<file path="config.mk">
export PLATFORM = sky130hd
export DESIGN_NAME = hash_jitter_pipe
export DESIGN_NICKNAME = d
export VERILOG_FILES = /design/src/rtl/rast_pkg.sv /design/src/rtl/elastic_stage.sv /design/src/rtl/tree_hash.sv /design/src/rtl/hash_jitter_pipe.sv
export SDC_FILE = /design/constraint.sdc
export NUM_CORES = 2
export LEC_CHECK = 0
export BUFFER_PORTS_ARGS = -buffer_cell sky130_fd_sc_hd__buf_4
export CAP_MARGIN = 20
export CORE_AREA = 2 2 388 390
export CTS_CLUSTER_SIZE = 16
export DETAILED_ROUTE_END_ITERATION = 8
export DIE_AREA = 0 0 390 392
export GPL_TIMING_DRIVEN = 0
export PLACE_DENSITY = 0.5
export SETUP_SLACK_MARGIN = 0.5
export SLEW_MARGIN = 10
export SYNTH_ARGS = -nofsm -noshare
export SYNTH_HDL_FRONTEND = slang
export SYNTH_SLANG_ARGS = --single-unit
</file>
<file path="constraint.sdc">
create_clock -name clk -period 1.3 [get_ports clk]
set_input_delay 0.26 -clock clk [delete_from_list [all_inputs] [get_ports clk]]
set_output_delay 0.26 -clock clk [all_outputs]
set_load 0.005 [all_outputs]
</file>
<file path="src/rtl/rast_pkg.sv">
// Shared rasterizer definitions: default word geometry, sample types and the
// MSAA-dependent jitter mask.
package rast_pkg;

    localparam int SIGFIG = 24;
    localparam int RADIX  = 10;
    localparam int SAMPS  = 4;
    localparam int HOUT   = RADIX - 2;

    typedef logic signed [SIGFIG-1:0] sample_t;
    typedef sample_t [SAMPS-1:0]      samp_vec_t;

    function automatic logic is_onehot4(input logic [3:0] v);
        return (v != 4'd0) && ((v & (v - 4'd1)) == 4'd0);
    endfunction

    // Fewer MSAA samples get a narrower jitter; an illegal select falls back to full width.
    function automatic logic [HOUT-1:0] msaa_mask(input logic [3:0] sub);
        logic [HOUT-1:0] ones;
        ones = '1;
        case (sub)
            4'b1000: return ones;
            4'b0100: return ones >> 1;
            4'b0010: return ones >> 2;
            4'b0001: return ones >> 3;
            default: return ones;
        endcase
    endfunction

endpackage

</file>
<file path="src/rtl/elastic_stage.sv">
// One elastic pipeline register with valid/ready handshake; holds data while stalled.
module elastic_stage #(
    parameter int W = 8
) (
    input  logic         clk,
    input  logic         rst_n,
    input  logic         in_valid_i,
    output logic         in_ready_o,
    input  logic [W-1:0] in_data_i,
    output logic         out_valid_o,
    input  logic         out_ready_i,
    output logic [W-1:0] out_data_o
);

    logic         valid_q, valid_d;
    logic [W-1:0] data_q, data_d;

    assign in_ready_o  = !valid_q || out_ready_i;
    assign out_valid_o = valid_q;
    assign out_data_o  = data_q;

    always_comb begin
        valid_d = valid_q;
        data_d  = data_q;
        if (in_valid_i && in_ready_o) begin
            valid_d = 1'b1;
            data_d  = in_data_i;
        end else if (out_ready_i) begin
            valid_d = 1'b0;
        end
    end

    // NOTE: the payload register is reset as well, so data outputs read 0 during reset.
    always_ff @(posedge clk or negedge rst_n) begin
        if (!rst_n) begin
            valid_q <= 1'b0;
            data_q  <= '0;
        end else begin
            valid_q <= valid_d;
            data_q  <= data_d;
        end
    end

endmodule

</file>
<file path="src/rtl/tree_hash.sv">
// XOR-tree hash: folds an HIN-bit word into HOUT bits by XORing HOUT-wide chunks.
module tree_hash #(
    parameter int HIN  = 56,
    parameter int HOUT = 8
) (
    input  logic [HIN-1:0]  data_i,
    output logic [HOUT-1:0] hash_o
);

    localparam int CHUNKS = (HIN + HOUT - 1) / HOUT;

    logic [CHUNKS*HOUT-1:0] padded;

    // NOTE: every always_comb output gets a default first so no latch is inferred.
    always_comb begin
        padded          = '0;
        padded[HIN-1:0] = data_i;
        hash_o          = '0;
        for (int c = 0; c < CHUNKS; c++) begin
            hash_o = hash_o ^ padded[c*HOUT +: HOUT];
        end
    end

endmodule

</file>
<file path="src/rtl/hash_jitter_pipe.sv">
// Jitter-hash stage: per-lane XOR-tree hash ORed into the fractional sample bits,
// carried with triangle/colour sideband through a PIPE_DEPTH elastic pipeline.
module hash_jitter_pipe #(
    parameter int SIGFIG     = rast_pkg::SIGFIG,
    parameter int RADIX      = rast_pkg::RADIX,
    parameter int VERTS      = 3,
    parameter int AXIS       = 3,
    parameter int COLORS     = 3,
    parameter int SAMPS      = rast_pkg::SAMPS,
    parameter int PIPE_DEPTH = 2,
    parameter int SEED_W     = 16
) (
    input  logic                                   clk,
    input  logic                                   rst,
    input  logic                                   in_valid_R14H,
    output logic                                   in_ready_R14H,
    input  logic [VERTS-1:0][AXIS-1:0][SIGFIG-1:0] tri_R14S,
    input  logic [COLORS-1:0][SIGFIG-1:0]          color_R14U,
    input  logic [1:0][SAMPS-1:0][SIGFIG-1:0]      sample_R14S,
    input  logic [SAMPS-1:0]                       validSamp_R14H,
    input  logic [3:0]                             subSample_RnnnnU,
    input  logic                                   jitter_en_RnnnnH,
    input  logic [SEED_W-1:0]                      seed_RnnnnU,
    output logic                                   out_valid_R16H,
    input  logic                                   out_ready_R16H,
    output logic [VERTS-1:0][AXIS-1:0][SIGFIG-1:0] tri_R16S,
    output logic [COLORS-1:0][SIGFIG-1:0]          color_R16U,
    output logic [1:0][SAMPS-1:0][SIGFIG-1:0]      sample_R16S,
    output logic [SAMPS-1:0]                       validSamp_R16H,
    output logic                                   cfg_err_RnnnnH
);

    import rast_pkg::*;

    localparam int HIN   = 2 * (SIGFIG - 4) + SEED_W;
    localparam int HW    = RADIX - 2;
    localparam int PAY_W = VERTS*AXIS*SIGFIG + COLORS*SIGFIG + 2*SAMPS*SIGFIG + SAMPS;

    logic [HW-1:0]                      mask;
    logic [1:0][SAMPS-1:0][SIGFIG-1:0]  samp_jit;
    logic [PAY_W-1:0]                   payload;
    logic                               cfg_err_q, cfg_err_d;

    assign mask = msaa_mask(subSample_RnnnnU);

    for (genvar l = 0; l < SAMPS; l++) begin : g_lane
        logic [SIGFIG-1:0] x, y;
        logic [HIN-1:0]    hx_in, hy_in;
        logic [HW-1:0]     hx, hy;
        logic              lane_jit;

        assign x     = sample_R14S[0][l];
        assign y     = sample_R14S[1][l];
        // The y hash sees swapped coordinates and an inverted seed to decorrelate the axes.
        assign hx_in = {y[SIGFIG-1:4], x[SIGFIG-1:4], seed_RnnnnU};
        assign hy_in = {x[SIGFIG-1:4], y[SIGFIG-1:4], ~seed_RnnnnU};

        tree_hash #(.HIN(HIN), .HOUT(HW)) u_hash_x (.data_i(hx_in), .hash_o(hx));
        tree_hash #(.HIN(HIN), .HOUT(HW)) u_hash_y (.data_i(hy_in), .hash_o(hy));

        assign lane_jit       = jitter_en_RnnnnH & validSamp_R14H[l];
        assign samp_jit[0][l] = lane_jit ? (x | (SIGFIG'(hx & mask) << (RADIX - HW))) : x;
        assign samp_jit[1][l] = lane_jit ? (y | (SIGFIG'(hy & mask) << (RADIX - HW))) : y;
    end

    assign payload = {tri_R14S, color_R14U, samp_jit, validSamp_R14H};

    for (genvar k = 0; k < PIPE_DEPTH; k++) begin : g_stage
        logic             vin, rin, vout, rout;
        logic [PAY_W-1:0] din, dout;

        if (k == 0) begin : g_first
            assign vin = in_valid_R14H;
            assign din = payload;
        end else begin : g_next
            assign vin = g_stage[k-1].vout;
            assign din = g_stage[k-1].dout;
        end

        if (k == PIPE_DEPTH - 1) begin : g_tail
            assign rout = out_ready_R16H;
        end else begin : g_body
            assign rout = g_stage[k+1].rin;
        end

        elastic_stage #(.W(PAY_W)) u_stage (
            .clk        (clk),
            .rst_n      (rst),
            .in_valid_i (vin),
            .in_ready_o (rin),
            .in_data_i  (din),
            .out_valid_o(vout),
            .out_ready_i(rout),
            .out_data_o (dout)
        );
    end

    assign in_ready_R14H  = g_stage[0].rin;
    assign out_valid_R16H = g_stage[PIPE_DEPTH-1].vout;
    assign {tri_R16S, color_R16U, sample_R16S, validSamp_R16H} = g_stage[PIPE_DEPTH-1].dout;

    // Only an accepted beat can flag a bad MSAA select; the flag holds until reset.
    assign cfg_err_d = cfg_err_q |
                       (in_valid_R14H & in_ready_R14H & ~is_onehot4(subSample_RnnnnU));

    // NOTE: sequential state uses non-blocking assignments only.
    always_ff @(posedge clk or negedge rst) begin
        if (!rst) cfg_err_q <= 1'b0;
        else      cfg_err_q <= cfg_err_d;
    end

    assign cfg_err_RnnnnH = cfg_err_q;

endmodule

</file>
==> flow_metrics.py <==
metrics = {
    "yosys": {
        "syn_area_per_cell_um2": 11.8,
        "yosysUniqueCellTypes": 31,
        "synthArstFlopShare_pct": 100,
        "ys_ff_latch": 971,
        "ys.flop_type": "dfrtp_1",
        "syn_inst": 3271,
        "syn-num-nets": 3780,
        "yosysSeqAreaShare_pct": 63.1,
        "yosys_warnings": 0,
        "netlist_area_um2": 38500,
        "synth_edf_count": 0,
    },
    "sta": {
        "whs_ns": -0.572,
        "clock_skew_ns": 0.0436,
        "slew-limit-headroom_pct": 20.4,
        "period_minus_slack_ns": 1.85,
        "period_share_pct": 142,
        "setup_violations": 1519,
        "rsz0062_at_grt": "yes",
        "hold_violations": 322,
        "worst_slew_pin_slew_ns": 1.19,
        "max_clock_freq_mhz": 541,
        "setup_ws_ns": -0.549,
        "drv_slew": 0,
    },
    "clock_network": {
        "clkSlewWorstSetupHoldPaths_ns": 0.06,
        "clockRootBuffer": "clkbuf_16",
        "htreeDepth": 3,
        "clk_latency_ns": 0.75,
        "cts_made_buffers": 110,
        "cts_tree": "done",
        "ctsLongestPathBuffers": 3,
        "cts_sinks": 971,
    },
    "layout": {
        "fillers": 14100,
        "finalNetCount": 5535,
        "layout-drive-gt1-share_pct": 46.0,
        "instances_no_fill": 7069,
        "postLayoutCoreUtil_pct": 42.9,
        "final-seq-area_um2": 24300,
        "multi_input_area_um2": 15200,
        "area_delta_synth_final_pct": 65.7,
    },
    "global_route": {
        "antenna_found_initial": 19,
        "grt_usage_pct": 20.6,
        "grt_max_degree": 157,
        "grt_pass1_vias": 32100,
        "grt_pass1_wl_um": 228000,
        "grt.overflow.total": 0,
    },
    "setup_path": {
        "start_kind": "register",
        "cp.arrival_ns": 2.49,
        "worstPathRequired_ns": 1.94,
        "path_max_fanout": 6,
        "cp-end-kind": "register",
        "worstSetupPathType": "reg2reg",
    },
    "power": {
        "power_density_nw_per_um2": 1540,
        "leakage_nw": 31.4,
        "vdd.ir_drop.worst_mv": 1.14,
    },
    "floorplan": {
        "core-area_um2": 149000,
        "fp-row-count": 142,
        "pin_count": 996,
        "dieArea_um2": 153000,
        "fp.dieH_um": 392,
        "start_util_pct": 25.9,
        "die_w_um": 390,
    },
    "place": {
        "port_buffers": 995,
        "place.gp.congestion": 0.853,
        "dpl.hpwl_um": 115000,
        "placedCellCount": 6224,
        "dp_slack_ns": -1.64,
    },
    "route": {
        "drc_errors": 0,
        "detail_route.iter0.violations": 1601,
        "vias": 31300,
        "wl_per_cell_um": 23.6,
        "first_pass_iters": 5,
        "via_per_inst": 4.42,
        "drt-total-wl_um": 167000,
        "postRouteAntennaNets": 0,
    },
    "hold_path": {
        "hold_class": "in2async",
    },
    "outcome": {
        "violations": "hold timing, setup timing",
        "status": "finished with violations",
    },
    "job": {
        "drv_cap": 0,
    },
}
[cell usage in the layout, fill, tap and decap left out, types with 31 or more instances in the layout]
cell type	Yosys	layout
buf_4	8	1028
dfrtp_1	971	970
nand2_1	1268	932
dlygate4sd3_1	0	487
mux2_2	484	374
nand2_2	1	245
clkbuf_16	0	149
mux2_4	0	110
nor2_1	116	102
nand2_4	0	88
xnor2_1	88	87
buf_12	0	71
buf_16	0	56
buf_6	14	54
o22ai_1	56	50
xor2_1	49	49
buf_8	0	48
xnor3_1	32	32
clkbuf_8	0	31
[power breakdown]
group / internal [W] / switching (W)
combinational: 0.0146 / 0.0115
sequential: 0.0361 / 0.00346
clock: 0.0189 / 0.0137
[logic make-up (layout without fill, tap and decap cells)]
family	Yosys count	in the layout	share of synthesized area, %
AOI/OAI and AO/OA	70	70	1.17
xor gates and xnor gates	177	177	5.36
other	0	8	0
buffers and inverters	165	2011	2.32
DFF	971	971	63.1
and+or+nand+nor	1396	1396	13.7
muxes	492	492	14.4
[cell usage after synthesis, types with 5 or more instances]
cell      count  share of area [%]
o22ai_1      56               0.91
nor2_1      116                1.1
buf_4         8               0.16
xor2_1       49                1.1
dfrtp_1     971                 63
buf_6        14               0.41
xnor3_1      32                1.9
o31ai_1       8               0.16
nand2_1    1268                 12
mux2i_1       8               0.21
xor2_2        6               0.25
nand3_1       5              0.065
mux2_2      484                 14
buf_2       110                1.4
xnor2_1      88                2.0
clkbuf_1     29               0.28
[worst max-delay path: stages (launching register included)]
cell and delay [ns]:
dfrtp_2 0.37, and3b_2 0.24, inv_4 0.06, and2_4 0.16, buf_12 0.13, buf_16 0.14, buf_12 0.14, buf_16 0.15
buf_12 0.13, buf_16 0.13, nand2_2 0.05, nand2_1 0.05
[metrics by stage]
stage | hold WS (ns) | total power [W] | setup TNS [ns] | area, µm²
after floorplan | -0.0356 | 0.0482 | -70.42 | 39200
after global placement | 0.451 | 0.0611 | - | 49100
after detailed placement | 0.317 | 0.0615 | -1436.99 | 49400
after CTS | -0.529 | 0.0976 | -671.14 | 61100
after global routing | -0.598 | 0.103 | -619.78 | 63800
final | -0.572 | 0.0982 | -505.61 | 63800
[worst paths after layout]
kind | cells after the start | slack, ns | end | start
setup / recovery | 11 | -0.55 | g_stage[0].u_stage.out_data_o[455] | g_stage[0].u_stage.out_valid_o
hold / removal | 1 | -0.57 | g_stage[1].u_stage.out_data_o[16] | rst
setup reg to reg | 11 | -0.55 | g_stage[0].u_stage.out_data_o[455] | g_stage[0].u_stage.out_valid_o
hold reg to reg | 2 | 0.46 | g_stage[0].u_stage.out_data_o[200] | g_stage[0].u_stage.out_data_o[200]
max in group asynchronous | 3 | -0.06 | g_stage[1].u_stage.out_data_o[254] | rst
min in group clk | 3 | -0.12 | cfg_err_RnnnnH | subSample_RnnnnU[1]
[sequential cells by signal (all words and copies together), names as in the netlist]
name and count:
cfg_err_RnnnnH 1, g_stage.u_stage.out_data_o 968, g_stage.u_stage.out_valid_o 2
[cell type report]
type	count	area share, %
diodes	8	0.0314
plain buffers	163	3.78
clock buffers	158	4.99
clock inverters	45	0.947
inverters	2	0.0157
multi-input cells	2135	23.8
flip-flops and latches	971	38.1
well taps	1944	3.81
repair buffers	1643	24.5
[repair_timing]
| action | 4_1_cts | 5_1_grt |
|---|---|---|
| setup endpoints to repair | 1881 | 2204 |
| hold endpoints to repair | 613 | 294 |
| hold buffers | 486 | 1 |
| gates resized for setup | 416 | 490 |
| gates cloned | 42 | 37 |
| setup buffers | 49 | 19 |
| pin swaps | 136 | 172 |
[layer usage]
layer | part of all wire [%] | wire length, µm | global-route usage [%] | vias to the layer above
li1 | - | - | - | 14200
met3 | 7.0 | 11800 | 5.55 | 293
met2 | 49 | 81800 | 34.8 | 972
met1 | 40 | 67000 | 24.9 | 15800
met4 | 3.9 | 6600 | 7.93 | 6
met5 | 0.026 | 43 | 0 | -
(Power assumes the default switching activity.)
